### src/rtl/piso_feeder.sv
// Parallel-in serial-out feeder: streams WIDTH-bit words MSB first with a valid/ready load side.
// Define PISO_FEEDER_HOLD_EN to add a one-word holding register for a gapless stream.
module piso_feeder #(
    parameter int WIDTH = 12
) (
    input  logic             CLK,
    input  logic             RST,
    input  logic [WIDTH-1:0] din,
    input  logic             din_valid,
    output logic             din_ready,
    input  logic             en,
    output logic             x,
    output logic             x_valid,
    output logic             word_done
);

    localparam int CNT_W = (WIDTH > 2) ? $clog2(WIDTH) : 1;
    localparam logic [CNT_W-1:0] LAST_CNT = CNT_W'(WIDTH - 1);

    typedef enum logic {IDLE, SHIFT} state_t;

    state_t           r_state;
    state_t           w_next;
    logic [WIDTH-1:0] r_sreg;
    logic [CNT_W-1:0] r_cnt;
    logic             w_ready;
    logic             w_xfer;
    logic             w_last_adv;
    logic             w_load;
    logic [WIDTH-1:0] w_load_word;

`ifdef PISO_FEEDER_HOLD_EN
    logic [WIDTH-1:0] r_hold;
    logic             r_hold_full;

    assign w_ready = ~r_hold_full;
`else
    assign w_ready = (r_state == IDLE);
`endif

    assign din_ready  = w_ready;
    assign w_xfer     = din_valid & w_ready;
    assign w_last_adv = (r_state == SHIFT) & en & (r_cnt == LAST_CNT);

    always_ff @(posedge CLK) begin
        if (RST) begin
            r_state <= IDLE;
        end else begin
            r_state <= w_next;
        end
    end

    always_comb begin
        w_next      = r_state;
        w_load      = 1'b0;
        w_load_word = din;
        x           = 1'b0;
        x_valid     = 1'b0;
        word_done   = 1'b0;
        case (r_state)
            IDLE: begin
                if (w_xfer) begin
                    w_next = SHIFT;
                    w_load = 1'b1;
                end
            end
            SHIFT: begin
                x         = r_sreg[WIDTH-1];
                x_valid   = 1'b1;
                word_done = (r_cnt == LAST_CNT);
                if (w_last_adv) begin
`ifdef PISO_FEEDER_HOLD_EN
                    // Queued word takes priority; with an empty holder a same-edge transfer goes straight in.
                    if (r_hold_full) begin
                        w_load      = 1'b1;
                        w_load_word = r_hold;
                    end else if (w_xfer) begin
                        w_load = 1'b1;
                    end else begin
                        w_next = IDLE;
                    end
`else
                    w_next = IDLE;
`endif
                end
            end
            default: w_next = IDLE;
        endcase
    end

    always_ff @(posedge CLK) begin
        if (RST) begin
            r_sreg <= '0;
            r_cnt  <= '0;
        end else if (w_load) begin
            r_sreg <= w_load_word;
            r_cnt  <= '0;
        end else if (w_last_adv) begin
            r_sreg <= '0;
            r_cnt  <= '0;
        end else if ((r_state == SHIFT) && en) begin
            r_sreg <= {r_sreg[WIDTH-2:0], 1'b0};
            r_cnt  <= r_cnt + 1'b1;
        end
    end

`ifdef PISO_FEEDER_HOLD_EN
    always_ff @(posedge CLK) begin
        if (RST) begin
            r_hold      <= '0;
            r_hold_full <= 1'b0;
        end else if (w_xfer && (r_state == SHIFT) && !w_last_adv) begin
            r_hold      <= din;
            r_hold_full <= 1'b1;
        end else if (w_last_adv && r_hold_full) begin
            r_hold_full <= 1'b0;
        end
    end
`endif

endmodule

### config.mk
export PLATFORM = sky130hd
export DESIGN_NAME = piso_feeder
export DESIGN_NICKNAME = d
export VERILOG_FILES = /design/src/rtl/piso_feeder.sv
export SDC_FILE = /design/constraint.sdc
export NUM_CORES = 1
export LEC_CHECK = 0
export CAP_MARGIN = 10
export CORE_AREA = 4 4 60 62
export DETAILED_ROUTE_END_ITERATION = 12
export DIE_AREA = 0 0 64 66
export GPL_ROUTABILITY_DRIVEN = 0
export PLACE_DENSITY_LB_ADDON = 0.2
export SLEW_MARGIN = 20
export SYNTH_ARGS = -nofsm -noshare
export SYNTH_HDL_FRONTEND = slang
export SYNTH_SLANG_ARGS = --single-unit
export TNS_END_PERCENT = 20
### constraint.sdc
create_clock -name CLK -period 1.37 [get_ports CLK]
set_input_delay 0.137 -clock CLK [delete_from_list [all_inputs] [get_ports CLK]]
set_output_delay 0.137 -clock CLK [all_outputs]
set_load 0.02 [all_outputs]
==> impl_metrics.yaml <==
outcome:
  status: "complete, no violations"
timing:
  period_needed_ps: 1333
  finalCritPeriodShare_pct: 97.27
  slew-limit-headroom_pct: 72.59
  finalHoldViolations: 0
  rsz0062_at_grt: "true"
  worst_pin_slew_ps: 402.5
  hold_ws_ps: 474.2
  fmax_mhz: 750.4
  slew_violations: 0
  setup_viol: 0
  skew_ps: 2.495
clock_network:
  cts_root_buf: "clkbuf_4"
  clkLatencyLatePin_ps: 290
  h-tree-depth: 1
  cts_tree: "built"
  cts_buffers: 3
  cts_hold_buf: 0
  cts_buffer_depth: 2
  clk_pin_slew_ps: 100
  clock_sinks: 17
grt:
  grt_pass1_vias: 680
  met2_usage_pct: 14.19
  grt_max_degree: 15
  met1_usage_pct: 13.08
  gr-total-overflow: 0
  top_usage_layer: "met2"
  antenna_found_initial: 0
  grt_pass1_wl_um: 3194
  grtUsageMet3_pct: 5.102
  grt_use_total_pct: 9.939
floorplanning:
  initial_core_util_pct: 24.96
  rows: 20
  ios: 20
  core_sq_um: 3028
  die-area_sq_um: 4224
  die_width_um: 64
  die_y_um: 66
power:
  comb_power_share_pct: 17.1
  ir_drop_uv: 446.5
  power.density_nw_per_um2: 887.1
  seq_power_share_pct: 54.5
  p_leak_nw: 0.4042
  p_sw_mw: 0.2561
  clkPwrFrac_pct: 28.4
  p_sw_share_pct: 26.10
  internal_power_mw: 0.7251
setup_path:
  critical_path_class: "reg2out"
  cp-start-kind: "flop"
  crit_path_end_kind: "primary output"
  rr_worst_depth: 5
  cp-startpoint: "r_cnt[1]"
  crit_path_max_fanout: 2
  worstPathArrival_ps: 1200
  crit_required_ps: 1230
  worst_r2r_startpoint: "r_cnt[1]"
final_layout:
  post-route-util_pct: 36.53
  drive_gt1_share_pct: 22.61
  fillerInstances: 322
  layout.nets: 133
  diodes: 0
  area_growth_pct: 46.36
min_path:
  hp-class: "reg2reg"
  hold_path_depth: 2
  min_from: "r_sreg[6]"
drt:
  dr.pass1.iters: 4
  drt_iter0_drc: 27
  wl_um: 2018
  drtAntennaViolNets: 0
  drc_errors: 0
  num_vias: 756
  via_per_inst: 4.755
  routedWlPerCell_um: 12.69
synth:
  syn_inst: 85
  ys_seq_area_share_pct: 45.03
  syn_area_sq_um: 755.7
  yosysWarnings: 0
  ys_types: 22
  synth_fp_nets: 102
  avgSynthCellArea_sq_um: 8.891
  synth-seq-cells: 17
place:
  io_buffers: 19
  dp_hpwl_um: 1411
run:
  maxCapViolations: 0
[state kept, by name, summed over array words and instances (netlist names)]
signal	cells
r_cnt	4
r_sreg	12
r_state	1
[power by group through the flow]
stage               Sequential (mW)  Clock [mW]  Combinational [mW]
floorplan                     0.542           0              0.0868
global placement              0.544           0               0.165
CTS                           0.534       0.293               0.167
global route                  0.538       0.315               0.184
finish                        0.534       0.278               0.168
detailed placement            0.544           0               0.167
[cell usage after synthesis]
cell / n / area (sq um)
dfxtp_1: 17 / 340.3
a21oi_1: 14 / 70.07
nand3_1: 14 / 70.07
a22oi_1: 12 / 90.09
nand2_1: 5 / 18.77
nor2_1: 3 / 11.26
and2_1: 2 / 12.51
buf_4: 2 / 15.01
buf_6: 2 / 22.52
nand3b_1: 2 / 15.01
a211oi_1: 1 / 7.510
a311oi_1: 1 / 8.760
a41oi_1: 1 / 8.760
buf_2: 1 / 5.000
clkbuf_1: 1 / 3.750
clkbuf_4: 1 / 7.510
ha_1: 1 / 12.51
inv_1: 1 / 3.750
mux2i_2: 1 / 13.76
nor2b_1: 1 / 6.260
or2_2: 1 / 6.260
or3_1: 1 / 6.260
[through the flow]
| stage | TNS [ps] | instance area (sq um) | total power, mW | instances | setup slack [ps] |
|---|---|---|---|---|---|
| finish | 0 | 1106 | 0.9812 | 159 | 37.46 |
| global route | -28.14 | 1106 | 1.037 | 159 | -28.14 |
| CTS | -25.92 | 1072 | 0.9939 | 158 | -25.92 |
| detailed placement | -2775 | 1045 | 0.7105 | 154 | -245.9 |
| global placement | -2526 | 1045 | 0.7087 | 154 | -200.9 |
| floorplan | 0 | 755.7 | 0.6292 | 85 | 55.92 |
[layer usage]
layer	share of wire [%]	vias up	wire, um
met4	0.45	0	9
met1	50	356	1007
met5	0	-	0
met3	6.2	2	126
met2	43	23	875
li1	-	375	-
[cells in the final DEF, fill, tap and decap left out]
master,count
nand3_1,14
nor2_2,1
dfxtp_1,14
nand2_1,5
buf_6,1
a41oi_1,1
a21oi_1,14
clkbuf_1,1
a211oi_1,1
clkdlybuf4s50_1,15
clkbuf_4,3
ha_4,1
inv_1,1
nor2b_2,1
dfxtp_2,3
nand3b_1,2
a22oi_1,12
mux2i_4,1
a311oi_1,1
nor2_1,2
and2_1,2
or2_2,1
or3_1,1
buf_4,14
dlygate4sd2_1,3
[worst max-delay path, stage by stage (launching register included)]
cell	delay, ps
dfxtp_2	370
ha_4	130
nand3b_1	110
nor2_2	160
buf_6	130
[final cells by class]
type | instances | area, sq um | share of cell area [%]
clock buffer | 4 | 26.28 | 2.376
inverter | 1 | 3.754 | 0.3394
multi-input combinational | 60 | 384.1 | 34.73
sequential | 17 | 344.1 | 31.11
tap | 44 | 55.05 | 4.977
timing repair buffer | 33 | 292.8 | 26.47
[worst paths after layout]
path	end	slack [ps]
min reg2reg	r_sreg[7]	470
max	word_done	40
max reg2reg	r_cnt[3]	130
min	r_sreg[7]	470
[cells by family after synthesis]
family,share of synthesized area [%]
flops,45.03
mux,1.821
fa+ha+maj,1.655
simple gates,19.37
buf+inv,7.614
compound gates,24.50
[what timing repair did]
item,4_1_cts,5_1_grt
resized for setup,9,8
setup endpoints to repair,16,2
endpoints found under the hold margin,0,0
pin swaps,0,3
setup buffers,0,1
Power figures use the tool's default switching activity.
